--- config.mk ---
export PLATFORM = sky130hd
export DESIGN_NAME = qspi_prefetch_fill_flat
export DESIGN_NICKNAME = d
export VERILOG_FILES = /design/src/rtl/qspi_prefetch_fill_if.sv /design/src/rtl/qspi_prefetch_fill.sv /design/src/flat_wrapper.sv
export SDC_FILE = /design/constraint.sdc
export NUM_CORES = 1
export LEC_CHECK = 0
export ABC_AREA = 1
export BUFFER_PORTS_ARGS = -buffer_cell sky130_fd_sc_hd__buf_2
export CAP_MARGIN = 40
export CORE_ASPECT_RATIO = 0.75
export CORE_MARGIN = 3
export CORE_UTILIZATION = 45
export DETAILED_ROUTE_END_ITERATION = 8
export PLACE_DENSITY = 0.71
export SLEW_MARGIN = 20
export SYNTH_ARGS = -nofsm -noshare
export SYNTH_HDL_FRONTEND = slang
export SYNTH_SLANG_ARGS = --single-unit
export TNS_END_PERCENT = 5
--- constraint.sdc ---
create_clock -name sd_clk -period 5.6 [get_ports sd_clk]
set_clock_uncertainty 0.15 [all_clocks]
set_input_delay 0.56 -clock sd_clk [delete_from_list [all_inputs] [get_ports sd_clk]]
set_output_delay 0.56 -clock sd_clk [all_outputs]
set_load 0.02 [all_outputs]
--- src/rtl/qspi_prefetch_fill_if.sv ---
// qspi_prefetch_fill_if
// Burst read port between the prefetch fill engine and the SDRAM controller.
//   rd_avalid  fill engine -> SDRAM : burst start address valid
//   rd_addr    fill engine -> SDRAM : 16-byte aligned burst start address
//   rd_aready  SDRAM -> fill engine : address accepted
//   rd_valid   SDRAM -> fill engine : read data beat valid (no back-pressure)
//   rd_data    SDRAM -> fill engine : read data beat
// The fill engine connects through the master modport, the SDRAM
// controller (or its model) through the slave modport.
interface qspi_prefetch_fill_if #(
  parameter int ADDR_W = 24,
  parameter int DATA_W = 16
);
  logic              rd_avalid;
  logic              rd_aready;
  logic [ADDR_W-1:0] rd_addr;
  logic              rd_valid;
  logic [DATA_W-1:0] rd_data;

  modport master (
    output rd_avalid,
    output rd_addr,
    input  rd_aready,
    input  rd_valid,
    input  rd_data
  );

  modport slave (
    input  rd_avalid,
    input  rd_addr,
    output rd_aready,
    output rd_valid,
    output rd_data
  );
endinterface

--- src/rtl/qspi_prefetch_fill.sv ---
// qspi_prefetch_fill
// Fill engine plus an 8 x DATA_W line buffer feeding the QSPI fast-read
// responder. A prefetch request launches one 8-beat burst read on the SDRAM
// read port; returned beats are written into the line buffer in order.
// Ports:
//   sd_clk, rst        clock, asynchronous active-high reset
//   qspi_rd_req/addr   single-cycle prefetch request and line address
//   qspi_rd_busy       high while a fill is in progress
//   sd                 SDRAM burst read port (master side)
//   ram_ren/raddr      responder buffer read strobe and word index
//   ram_rdata          buffer word, combinational read
//   fill_done          one-cycle pulse at the end of every fill
//   fill_err           sticky timeout flag, cleared by the next accepted request
//   rd_hazard          pulse one cycle after a buffer read while busy
module qspi_prefetch_fill #(
  parameter int ADDR_W  = 24,
  parameter int DATA_W  = 16,
  parameter int TIMEOUT = 255
) (
  input  logic                 sd_clk,
  input  logic                 rst,
  input  logic                 qspi_rd_req,
  input  logic [ADDR_W-1:0]    qspi_rd_addr,
  output logic                 qspi_rd_busy,
  qspi_prefetch_fill_if.master sd,
  input  logic                 ram_ren,
  input  logic [2:0]           ram_raddr,
  output logic [DATA_W-1:0]    ram_rdata,
  output logic                 fill_done,
  output logic                 fill_err,
  output logic                 rd_hazard
);

  typedef enum logic [1:0] {IDLE, ADDR, DATA, DONE} state_t;

  localparam logic [7:0]        TO_LIMIT  = 8'(TIMEOUT);
  localparam logic [ADDR_W-1:0] LINE_MASK = {{(ADDR_W-4){1'b1}}, 4'h0};

  state_t            state;
  state_t            state_next;

  logic [DATA_W-1:0] line_buf [8];
  logic              pending;
  logic [ADDR_W-1:0] pend_addr;
  logic [2:0]        beat_cnt;
  logic [7:0]        to_cnt;

  logic [ADDR_W-1:0] req_aligned;
  logic [ADDR_W-1:0] launch_addr;
  logic [7:0]        to_cnt_inc;
  logic              accept_new;
  logic              relaunch;
  logic              capture_pending;
  logic              addr_hs;
  logic              beat_write;
  logic              timeout_hit;

  // Masking rather than slicing keeps every request address bit in use.
  assign req_aligned = qspi_rd_addr & LINE_MASK;
  assign to_cnt_inc  = to_cnt + 8'd1;

  always_ff @(posedge sd_clk or posedge rst) begin
    if (rst) state <= IDLE;
    else     state <= state_next;
  end

  always_comb begin
    state_next = state;
    case (state)
      IDLE: if (qspi_rd_req) state_next = ADDR;
      ADDR: if (addr_hs) state_next = DATA;
      DATA: begin
        if (beat_write && (beat_cnt == 3'd7)) state_next = DONE;
        else if (timeout_hit)                 state_next = DONE;
      end
      DONE: state_next = relaunch ? ADDR : IDLE;
      default: state_next = IDLE;
    endcase
  end

  // A request arriving in DONE is treated like a pending one and relaunches
  // straight away; it wins over any older pending address (last wins).
  // The timeout fires on the idle cycle that brings the count to TIMEOUT, so
  // fill_done rises TIMEOUT edges after the last accepted beat.
  always_comb begin
    accept_new      = (state == IDLE) && qspi_rd_req;
    relaunch        = (state == DONE) && (pending || qspi_rd_req);
    capture_pending = (state != IDLE) && qspi_rd_req && !relaunch;
    addr_hs         = (state == ADDR) && sd.rd_aready;
    beat_write      = (state == DATA) && sd.rd_valid;
    timeout_hit     = (state == DATA) && !sd.rd_valid && (to_cnt_inc == TO_LIMIT);
    launch_addr     = (relaunch && !qspi_rd_req) ? pend_addr : req_aligned;
  end

  // Status outputs are flops driven from the next state, so each one tracks
  // the current state exactly without a combinational path to the pins.
  always_ff @(posedge sd_clk or posedge rst) begin
    if (rst) begin
      qspi_rd_busy <= 1'b0;
      sd.rd_avalid <= 1'b0;
      sd.rd_addr   <= '0;
      fill_done    <= 1'b0;
      fill_err     <= 1'b0;
      rd_hazard    <= 1'b0;
      pending      <= 1'b0;
      pend_addr    <= '0;
      beat_cnt     <= 3'd0;
      to_cnt       <= 8'd0;
    end else begin
      qspi_rd_busy <= (state_next != IDLE);
      sd.rd_avalid <= (state_next == ADDR);
      fill_done    <= (state_next == DONE);
      rd_hazard    <= ram_ren && qspi_rd_busy;

      if (accept_new || relaunch) begin
        sd.rd_addr <= launch_addr;
        fill_err   <= 1'b0;
      end else if (timeout_hit) begin
        fill_err   <= 1'b1;
      end

      if (relaunch) begin
        pending   <= 1'b0;
      end else if (capture_pending) begin
        pending   <= 1'b1;
        pend_addr <= req_aligned;
      end

      if (addr_hs) begin
        beat_cnt <= 3'd0;
        to_cnt   <= 8'd0;
      end else if (beat_write) begin
        beat_cnt <= beat_cnt + 3'd1;
        to_cnt   <= 8'd0;
      end else if (state == DATA) begin
        to_cnt   <= to_cnt_inc;
      end
    end
  end

  always_ff @(posedge sd_clk or posedge rst) begin
    if (rst) begin
      for (int i = 0; i < 8; i++) line_buf[i] <= '0;
    end else if (beat_write) begin
      line_buf[beat_cnt] <= sd.rd_data;
    end
  end

  // Read-during-write of the same word returns the old value until the edge.
  assign ram_rdata = line_buf[ram_raddr];

endmodule

--- src/flat_wrapper.sv ---
// flat-port wrapper written by rule: the top's interface ports become plain ports
module qspi_prefetch_fill_flat 
#(
  parameter int ADDR_W  = 24,
  parameter int DATA_W  = 16,
  parameter int TIMEOUT = 255
)
  (sd_clk, rst, qspi_rd_req, qspi_rd_addr, qspi_rd_busy, ram_ren, ram_raddr, ram_rdata, fill_done, fill_err, rd_hazard, sd_rd_avalid, sd_rd_addr, sd_rd_aready, sd_rd_valid, sd_rd_data);
  qspi_prefetch_fill_if #(.ADDR_W(ADDR_W), .DATA_W(DATA_W)) sd_i ();
  input  logic sd_clk;
  input  logic rst;
  input  logic qspi_rd_req;
  input  logic [ADDR_W-1:0] qspi_rd_addr;
  output logic qspi_rd_busy;
  input  logic ram_ren;
  input  logic [2:0] ram_raddr;
  output logic [DATA_W-1:0] ram_rdata;
  output logic fill_done;
  output logic fill_err;
  output logic rd_hazard;
  output wire logic [$bits(sd_i.rd_avalid)-1:0] sd_rd_avalid;
  output wire logic [$bits(sd_i.rd_addr)-1:0] sd_rd_addr;
  input wire logic [$bits(sd_i.rd_aready)-1:0] sd_rd_aready;
  input wire logic [$bits(sd_i.rd_valid)-1:0] sd_rd_valid;
  input wire logic [$bits(sd_i.rd_data)-1:0] sd_rd_data;
  assign sd_rd_avalid = sd_i.rd_avalid;
  assign sd_rd_addr = sd_i.rd_addr;
  assign sd_i.rd_aready = sd_rd_aready;
  assign sd_i.rd_valid = sd_rd_valid;
  assign sd_i.rd_data = sd_rd_data;
  qspi_prefetch_fill #(.ADDR_W(ADDR_W), .DATA_W(DATA_W), .TIMEOUT(TIMEOUT)) u_core (.sd_clk(sd_clk), .rst(rst), .qspi_rd_req(qspi_rd_req), .qspi_rd_addr(qspi_rd_addr), .qspi_rd_busy(qspi_rd_busy), .sd(sd_i), .ram_ren(ram_ren), .ram_raddr(ram_raddr), .ram_rdata(ram_rdata), .fill_done(fill_done), .fill_err(fill_err), .rd_hazard(rd_hazard));
endmodule
# Word-level counts from Yosys, hierarchy flattened
# Index checks and enable logic that the tools add are counted.
[word_totals]
reg_bits = 191
out_inout_bits = 45
elab_cells = 81
[classes]
n_addsub = 2
n_lt_le_gt_ge = 3
eq_ne = 7
n_mux = 22
n_bitwise = 3
reduce_logical = 25
[op_table]
columns = ["op", "count"]
rows = [
  ["128-bit bitwise mux", 1],
  ["16-bit binary-select mux with 3-bit select", 1],
  ["16-bit demux with 3-bit select", 1],
  ["16-bit 2-to-1 mux", 3],
  ["24-bit 2-to-1 mux", 1],
  ["8-bit 2-to-1 mux", 3],
  ["1-bit logical AND", 12],
  ["2-bit nonzero test", 5],
  ["8-bit by 1-bit adder with 8-bit output, second input constant", 1],
  ["8-bit == test, second input constant", 1],
  ["4-bit >= comparator, second input constant", 2],
  ["2-bit 2-to-1 mux", 4],
  ["3-bit NOT with 4-bit output", 2],
  ["2-bit case mux with 4 select lines", 1],
  ["2-bit == test, second input constant", 3],
  ["3-bit 2-to-1 mux", 2],
  ["1-bit 2-to-1 mux", 5],
  ["2-bit by 1-bit == test with 1-bit output, second input constant", 2],
  ["4-bit by 1-bit < comparator with 1-bit output, second input constant", 1],
  ["3-bit by 1-bit adder with 3-bit output, second input constant", 1],
  ["3-bit == test, second input constant", 1],
  ["1-bit zero test", 3],
  ["3-bit nonzero test", 1],
  ["2-bit zero test", 1],
  ["3 further kinds", 4],
]

# Longest topological paths before layout
# Gate-level depths: netlist (run 1).
[depth]
ltp_word = 7
ltp_mapped = 13

# Least setup slack after synthesis (run 1)
# Ideal clock, no wire load.
[synth_timing]
kind = "in2out"
start = "input port ram_raddr[1]"
end = "output port ram_rdata[1]"
arrival_ns = 1.624
required_ns = 4.890
setup_slack_ns = 3.266
path_stages = 6
path_buffers = 2
path_cell_list = "buf_2 > clkbuf_1 > o21ai_0 > o21ai_0 > nor2_1 > a31oi_1"
[synth_via]
elab_chain_len = 4
[synth_rtl]
columns = ["element", "line_no", "rtl"]
rows = [
  ["start: declaration", "flat_wrapper.sv:16", "input logic [2:0] ram_raddr;"],
  ["3-bit NOT with 4-bit output (implied by the code)", "qspi_prefetch_fill.sv:150", "assign ram_rdata = line_buf[ram_raddr];"],
  ["16-bit binary-select mux with 3-bit select", "qspi_prefetch_fill.sv:150", ""],
  ["16-bit 2-to-1 mux (implied by the code) (2 in series)", "qspi_prefetch_fill.sv:150", ""],
  ["end: declaration", "flat_wrapper.sv:17", "output logic [DATA_W-1:0] ram_rdata;"],
]
# No other way between the ends. The select of a mux whose other input is x is not followed.

# Worst setup path in the final report (run 1)
[layout_timing]
start = "input port ram_raddr[0]"
end = "output port ram_rdata[11]"
# The elaborated chain is that of the path after synthesis.

==> impl_metrics.tcl, run 1 <==
set metrics [dict create \
    clk_latency_ns 0.43 \
    async_flop_share_pct 100 \
    holdBufCountCts 0 \
    yosysSeqAreaShare_pct 55.8 \
    drtPass1Iterations 5 \
    powerDensity_nw_per_um2 503 \
    path_class "in -> out" \
    wire_per_inst_um 14.5 \
    hold_violations 0 \
    clock-sinks 187 \
    period_needed_ns 3.29 \
    synth_common_cells "187 x dfrtp_1, 177 x nand2_1, 147 x o21ai_0" \
    die_y_um 124 \
    path_clk_slew_ns 0.07 \
    grt_max_degree 188 \
    synth_ff_type "dfrtp_1" \
    cts_root_buf "clkbuf_16" \
    n_antenna_cell 0 \
    via_count 6710 \
    fin_crit_sh_pct 58.8 \
    avgSynthCellArea_um2 8.51 \
    drt_iter0_drc 564 \
    final_nets 1095 \
    pre_cts_ws_ns 2.38 \
    rsz0062_at_grt "no" \
    num_rows 42 \
    start_kind "primary input" \
    slew_violations 0 \
    yosys-top-cells-area "dfrtp_1 56%, o21ai_0 8.8%, nand2_1 7.9%, a21oi_1 5.8%, inv_1 4.9%" \
    end_kind "primary output" \
    ir_drop_v 0.000235 \
    cap_violations 0 \
    gp_congestion 0.783 \
    synth_enable_flop_cells 0 \
    synthCells 986 \
    ys_types 26 \
    cts_max_path_buffers 2 \
    crit_fanout 49 \
    syn_area_um2 8390 \
    synth-seq-cells 187 \
    initial_utilization_pct 46.7 \
    htree_levels 4 \
    status "complete, no violations" \
    ant_nets 0 \
    synth_most_common_cell "dfrtp_1" \
    cts_resized 0 \
    grt_use_total_pct 18.8 \
    pin_count 94 \
    layout_setup_ws_ns 2.31 \
    arrival_ns 2.58 \
    dp_hpwl_um 11500 \
    worst_pin_slew_ns 1.19 \
    drive_above_1_share_pct 13.8 \
    yosysWarnings 0 \
    drt_wl_total_um 18800 \
    area_growth_pct 14.1 \
    worstPathRequired_ns 4.89 \
    cts_tree "yes" \
    cts_made_buffers 17 \
    leakage_nw 4.52 \
    fp.dieArea_um2 20300 \
    setup_viol_count_final 0 \
    hold_class "in -> async" \
    portBuffers 85 \
    fmax_ghz 0.304 \
    tns_ns 0 \
    coreArea_um2 18000 \
    relSlewSlack_pct 20.7 \
    grt_pass1_vias 5979 \
    remaining_drc_errors 0 \
    gr-total-overflow 0 \
    antenna_found_initial 0 \
    die_x_um 164 \
    cts_setup_buffers 0 \
    yosysTopAreaCell "dfrtp_1" \
    synth_top_area_share_pct 55.8 \
    grt_pass1_wl_um 30600 \
    viasPerCell 5.17 \
]
[worst paths after layout]
check	to	slack [ns]	from	cells after the start
setup / recovery	ram_rdata[11]	2.31	ram_raddr[0]	7
hold / removal	u_core.line_buf[77]$_DFFE_PP0P_	0.12	rst	3
setup reg to reg	u_core.line_buf[46]$_DFFE_PP0P_	3.42	u_core.state[0]$_DFF_PP0_	7
hold reg to reg	u_core.rd_hazard$_DFF_PP0_	0.31	u_core.qspi_rd_busy$_DFF_PP0_	2
max in group asynchronous	u_core.sd.rd_addr[13]$_DFFE_PP0N_	4.17	rst	3
min in group sd_clk	u_core.rd_hazard$_DFF_PP0_	0.17	ram_ren	3
[report_power, final]
| part | switching (mW) | leakage, nW | internal (mW) |
|---|---|---|---|
| clock | 0.589 | 0.289 | 0.617 |
| combinational | 0.877 | 1.97 | 0.497 |
| sequential | 0.277 | 2.27 | 1.96 |
[kinds of logic after synthesis]
kind of cell               count (synthesis)  synth area share [%]
AOI/OAI and AO/OA                        314                  20.5
buffers and inverters                    175                  8.43
and+or+nand+nor                          305                  14.7
adders and majority gates                  4                 0.597
DFF                                      187                  55.8
other                                      1                0.0447
[worst max-delay path, stage by stage]
cell,delay [ns]
buf_2,0.34
inv_1,0.68
nor2_1,0.07
o21ai_0,0.19
nor2_1,0.06
a31oi_1,0.40
buf_2,0.26
[area by class of cell]
type / instances / area, um2
flip-flops and latches: 187 / 4680
clock inverters: 14 / 168
repair buffers: 98 / 548
fillers: 1664 / 8400
well taps: 242 / 303
inverters: 111 / 420
clock buffers: 18 / 439
multi-input cells: 627 / 3020
[layout by cell type (no fill, tap or decap), types with 12 or more instances in the layout]
| cell | Yosys | layout |
|---|---|---|
| o21ai_0 | 147 | 147 |
| o211ai_1 | 16 | 16 |
| o311ai_0 | 20 | 20 |
| o21ai_1 | 12 | 12 |
| dfrtp_1 | 187 | 187 |
| nand2_1 | 177 | 177 |
| nor2_1 | 103 | 102 |
| a31oi_1 | 16 | 16 |
| inv_1 | 109 | 108 |
| a21oi_1 | 98 | 98 |
| buf_2 | 22 | 85 |
| clkbuf_16 | 0 | 17 |
[flip-flops by register name (all words and copies together), names as in the netlist, 2 cells and up]
register and flops:
u_core.to_cnt 8, u_core.beat_cnt 3, u_core.line_buf 128, u_core.pend_addr 20
u_core.sd.rd_addr 20, u_core.state 2
[metrics by stage]
step,area (um2),utilization [%],cells,hold slack (ns),total power [mW]
6_report,9570,53.3,1297,0.124,4.82
3_3_place_gp,8950,49.8,1264,0.289,3.57
3_5_place_dp,8950,49.8,1264,0.307,3.63
5_1_grt,9570,53.3,1297,0.170,5.18
4_1_cts,9550,53.2,1296,0.157,4.86
2_1_floorplan,8400,-,989,0.298,3.24
[layer usage]
| layer | part of all wire [%] | vias to the layer above | global-route usage, % |
|---|---|---|---|
| met3 | 5.3 | 23 | 3.43 |
| met2 | 44 | 179 | 27.4 |
| met1 | 50 | 3160 | 28.6 |
| li1 | - | 3348 | - |
| met5 | 0 | - | 0 |
| met4 | 1.5 | 0 | 5.12 |
No activity file was read; power rests on OpenSTA's default activity.
==> inputs of run 2 (changes only) <==
==> constraint.sdc (replaced) <==
create_clock -name sd_clk -period 3 [get_ports sd_clk]
set_clock_uncertainty 0.15 [all_clocks]
set_input_delay 0.3 -clock sd_clk [delete_from_list [all_inputs] [get_ports sd_clk]]
set_output_delay 0.3 -clock sd_clk [all_outputs]
set_load 0.02 [all_outputs]
==> run 2 against run 1 <==
Effect of this change:
- register-to-register slack worse by 2.5 ns
- worst setup slack got worse by 1.8 ns
- largest cell class unchanged
- clock power up 81%
- flip-flop and latch count did not move
- die area stayed put
- largest power group unchanged
- sequential power rose by 87%
- via count grew 1.5%
- clock-buffer cell count is the same
- non-clock buffer count rose by 37
- global-route usage grew 0.56 points
- first-iteration DRC count is 19% higher
==> impl_metrics.tcl, run 2 (synthesis results as in run 1) <==
set metrics [dict create \
    portBuffers 85 \
    path_class "in -> out" \
    status "complete, no violations" \
    crit_chain "buf_2, o21ai_0, o21ai_0, nor2_1, a31oi_1, buf_2" \
    worstPathRequired_ns 2.55 \
    final_common_cell "dfrtp_1" \
    p_comb_share_pct 28.9 \
    path_clk_slew_ns 0.07 \
    p_seq_share_pct 46.6 \
    p_int_mw 5.73 \
    top_register "u_core.line_buf" \
    coreArea_um2 18000 \
    die_y_um 124 \
    fmax_ghz 0.404 \
    grt_max_degree 108 \
    end_kind "primary output" \
    cap_violations 0 \
    grt_pass1_vias 6317 \
    worst_pin_slew_ns 0.841 \
    dp_hpwl_um 11800 \
    filler_cell_count 1658 \
    cts_tree "yes" \
    clkPwrFrac_pct 24.4 \
    hold_violations 0 \
    clock-sinks 187 \
    swShare_pct 36.1 \
    ant_nets 0 \
    setup_viol_count_final 0 \
    cts_made_buffers 17 \
    cts_resized 0 \
    gr-total-overflow 0 \
    p_sw_mw 3.24 \
    via_count 6809 \
    slew_violations 0 \
    drtPass1Iterations 5 \
    wire_per_inst_um 14.3 \
    period_needed_ns 2.48 \
    relSlewSlack_pct 43.8 \
    hold_class "in -> reg" \
    grt_pass1_wl_um 31900 \
    remaining_drc_errors 0 \
    cts_max_path_buffers 2 \
    multi_input_area_um2 3020 \
    initial_utilization_pct 46.7 \
    htree_levels 4 \
    antenna_found_initial 0 \
    final_util_pct 55.2 \
    powerDensity_nw_per_um2 904 \
    fin_total_pwr_mw 8.98 \
    viasPerCell 5.10 \
    n_antenna_cell 0 \
    fin_crit_sh_pct 82.6 \
    grt_use_total_pct 19.3 \
    ir_drop_v 0.000460 \
    drive_above_1_share_pct 13.7 \
    drt_wl_total_um 19100 \
    reg.largest.list "u_core.line_buf x128, u_core.pend_addr x20, u_core.sd.rd_addr x20" \
    slowest_stage "buf_2" \
    tns_ns 0 \
    crit_fanout 40 \
    clk_latency_ns 0.43 \
    leakage_nw 4.68 \
    register_area_um2 4680 \
    largest_reg_flops 128 \
    rsz0062_at_grt "no" \
    die_x_um 164 \
    num_rows 42 \
    final_nets 1132 \
    start_kind "primary input" \
    area_growth_pct 18.4 \
    gp_congestion 0.778 \
    arrival_ns 2.03 \
    layout_common_cells "187 x dfrtp_1, 177 x nand2_1, 147 x o21ai_0, 108 x inv_1, 102 x nor2_1" \
    cts_root_buf "clkbuf_16" \
    cpPeakStageDelay_ns 0.61 \
    pin_count 94 \
    drt_iter0_drc 673 \
    fp.dieArea_um2 20300 \
]
==> run 2: cell types whose count changed in the layout (fill, tap and decap cells not counted), sizes merged <==
| cell | before | now |
|---|---|---|
| buf | 98 | 103 |
| clkinvlp | 3 | 2 |
| dlygate4sd3 | 0 | 32 |
| inv | 117 | 118 |
==> run 2: area by class of cell <==
type                            instances  area share (%)
Clock inverter                         14            1.52
Sequential cell                       187            47.1
Tap cell                              242            3.05
Timing Repair Buffer                  135            9.38
Multi-Input combinational cell        627            30.4
Clock buffer                           18            4.32
Inverter                              111            4.23
==> run 2: repair_timing <==
action,CTS,global route
setup buffers,0,0
hold buffers,32,0
hold endpoints to repair,70,0
==> run 2: power by group through the flow <==
| stage | logic, mW | registers, mW | clock network (mW) |
|---|---|---|---|
| after floorplan | 1.77 | 4.29 | 0 |
| after global placement | 2.49 | 4.19 | 0 |
| after detailed placement | 2.58 | 4.21 | 0 |
| after CTS | 2.62 | 4.18 | 2.23 |
| after global routing | 2.99 | 4.32 | 2.36 |
| final | 2.60 | 4.18 | 2.19 |
==> run 2: per-stage QoR <==
stage	setup slack (ns)	cells	cell area [um2]	hold slack, ns
floorplan	0.144	989	8400	0.254
CTS	0.577	1333	9910	0.00416
global placement	0.618	1269	9010	0.204
detailed placement	0.576	1269	9010	0.212
global route	0.449	1334	9930	0.0100
finish	0.523	1334	9930	0.0152
==> run 2: critical path: cells and delay by family <==
family	cells	cell delay (ns)
compound gates	3	0.79
simple gates	1	0.06
buf+inv	2	0.86
==> run 2: final timing paths <==
check,start,cells past startpoint,endpoint,slack [ns]
worst min-delay path,qspi_rd_addr[12],3,u_core.pend_addr[12]$_DFFE_PP0P_,0.02
max in group asynchronous,rst,4,u_core.line_buf[14]$_DFFE_PP0P_,1.50
worst min register to register,u_core.qspi_rd_busy$_DFF_PP0_,2,u_core.rd_hazard$_DFF_PP0_,0.31
min in group asynchronous,rst,3,u_core.line_buf[72]$_DFFE_PP0P_,0.30
worst max-delay path,ram_raddr[1],6,ram_rdata[11],0.52
worst max register to register,u_core.state[0]$_DFF_PP0_,7,u_core.line_buf[54]$_DFFE_PP0P_,0.93
==> run 2: layer usage <==
metal / share of wire, % / vias to the layer above / wire length (um) / track usage, %
li1: - / 3425 / - / -
met1: 49 / 3203 / 9380 / 28.9
met2: 43 / 162 / 8300 / 28.3
met3: 6.3 / 19 / 1210 / 4.86
met4: 1.1 / 0 / 216 / 4.48
met5: 0 / - / 0 / 0
==> inputs of run 3 (changes only) <==
--- a/config.mk
+++ b/config.mk
@@ -12,7 +12,7 @@
 export CORE_MARGIN = 3
 export CORE_UTILIZATION = 45
 export DETAILED_ROUTE_END_ITERATION = 8
-export PLACE_DENSITY = 0.71
+export PLACE_DENSITY = 0.69
 export SLEW_MARGIN = 20
 export SYNTH_ARGS = -nofsm -noshare
 export SYNTH_HDL_FRONTEND = slang
==> constraint.sdc (replaced) <==
create_clock -name sd_clk -period 2.5 [get_ports sd_clk]
set_clock_uncertainty 0.15 [all_clocks]
set_input_delay 0.25 -clock sd_clk [delete_from_list [all_inputs] [get_ports sd_clk]]
set_output_delay 0.25 -clock sd_clk [all_outputs]
set_load 0.02 [all_outputs]
==> run 3 against run 2 <==
Effect of this change:
- global-route usage rose by 0.66 points
- clock power grew 21%
- flip-flop and latch count is the same
- routed wire length increased by 2.9%
- critical path depth is the same
- utilization is 0.79 points higher
- clock-buffer cell count did not move
- cell count up 0.97%
- total power increased by 21%
- sequential share of layout area down 0.67 points
- via count down 0.32%
==> impl_metrics.tcl, run 3 (synthesis results as in run 1) <==
set metrics [dict create \
    status "complete, no violations" \
    p_seq_share_pct 46.2 \
    die_x_um 164 \
    whs_ns 0.0122 \
    top_register "u_core.line_buf" \
    ant_nets 0 \
    fin_crit_sh_pct 89.8 \
    filler_cell_count 1639 \
    layout.cells.non_filler 1347 \
    p_comb_share_pct 29.3 \
    slew_violations 0 \
    final_common_cell "dfrtp_1" \
    layout_common_cells "187 x dfrtp_1, 177 x nand2_1, 147 x o21ai_0, 108 x inv_1, 102 x nor2_1" \
    period_needed_ns 2.25 \
    pre_cts_ws_ns 0.345 \
    viasPerCell 5.04 \
    r2r_slack_ns 0.56 \
    drt_iter0_drc 639 \
    p_int_mw 6.98 \
    grt_max_degree 113 \
    fmax_ghz 0.445 \
    relSlewSlack_pct 56.2 \
    portBuffers 85 \
    die_y_um 124 \
    remaining_drc_errors 0 \
    num_rows 42 \
    clock-sinks 187 \
    crit_fanout 33 \
    clkPwrFrac_pct 24.5 \
    arrival_ns 1.85 \
    path_class "in -> out" \
    final_nets 1145 \
    cts_made_buffers 17 \
    fin_total_pwr_mw 10.9 \
    hold_violations 0 \
    dp.cells 1276 \
    pin_count 94 \
    drive_above_1_share_pct 14.1 \
    ir_drop_v 0.000560 \
    start_kind "primary input" \
    cts_root_buf "clkbuf_16" \
    coreArea_um2 18000 \
    powerDensity_nw_per_um2 1080 \
    rsz0062_at_grt "no" \
    largest_reg_flops 128 \
    reg.largest.list "u_core.line_buf x128, u_core.pend_addr x20, u_core.sd.rd_addr x20" \
    layout_setup_ws_ns 0.254 \
    fp.dieArea_um2 20300 \
    stdcell_area_um2 10100 \
    via_count 6787 \
    grt_pass1_wl_um 32800 \
    dp_hpwl_um 12400 \
    min_from "sd_rd_valid" \
    p_sw_mw 3.88 \
    worstPathRequired_ns 2.10 \
    gr-total-overflow 0 \
    path_clk_slew_ns 0.07 \
    drt_wl_total_um 19600 \
    dpl_cell_area_um2 9100 \
    tns_ns 0 \
    initial_utilization_pct 46.7 \
    antenna_found_initial 0 \
    r2r_start "u_core.to_cnt[1]$_DFFE_PP0P_" \
    cap_violations 0 \
    drtPass1Iterations 4 \
    end_kind "primary output" \
    final_util_pct 56.0 \
    gp_congestion 0.785 \
    htree_levels 4 \
    grt_pass1_vias 6385 \
    startpoint "ram_raddr[1]" \
    setup_viol_count_final 0 \
    grt_use_total_pct 20.0 \
    wire_per_inst_um 14.6 \
    swShare_pct 35.7 \
    worst_pin_slew_ns 0.658 \
    hold_class "in -> reg" \
    cts_max_path_buffers 2 \
    area_growth_pct 20.1 \
    n_antenna_cell 0 \
    cts_tree "yes" \
    clk_latency_ns 0.43 \
    leakage_nw 4.75 \
]
==> run 3: layout make-up <==
cell class	count	area [um2]	area share (%)
clock buffers	18	429	4.26
clock inverters	14	154	1.53
inverters	111	420	4.17
multi-input cells	627	3020	29.9
flip-flops and latches	187	4680	46.5
well taps	242	303	3.01
repair buffers	148	1070	10.6
==> run 3: power by group through the flow <==
stage / clock network (mW) / registers, mW / logic, mW
after CTS: 2.71 / 5.01 / 3.20
after floorplan: 0 / 5.14 / 2.12
after global routing: 2.84 / 5.17 / 3.66
after global placement: 0 / 5.02 / 3.04
final: 2.66 / 5.02 / 3.18
after detailed placement: 0 / 5.05 / 3.13
==> run 3: critical path, cell delays in order <==
cell     delay [ns]
buf_2          0.50
o21ai_0        0.18
o21ai_0        0.22
nor2_1         0.06
a31oi_1        0.36
buf_2          0.25
==> run 3: what timing repair did <==
action | CTS | global route
hold endpoints to repair | 91 | 0
buffers inserted | 0 | 0
gates resized for setup | 0 | 0
hold buffers | 39 | 0
==> run 3: final timing paths <==
path | to | cells after the start
max | ram_rdata[14] | 6
min | u_core.to_cnt[0]$_DFFE_PP0P_ | 4
max reg2reg | u_core.sd.rd_avalid$_DFF_PP0_ | 12
min reg2reg | u_core.pending$_DFFE_PP0P_ | 2
max in group asynchronous | u_core.line_buf[99]$_DFFE_PP0P_ | 4
min in group asynchronous | u_core.rd_hazard$_DFF_PP0_ | 3
==> run 3: per-layer routing <==
metal / share of wire (%) / routed length, um / track usage (%) / vias to the layer above
met5: 0 / 0 / 0 / -
met4: 1.1 / 223 / 4.77 / 0
met3: 5.8 / 1130 / 4.26 / 19
met2: 43 / 8430 / 28.4 / 152
met1: 50 / 9860 / 31.1 / 3172
li1: - / - / - / 3444
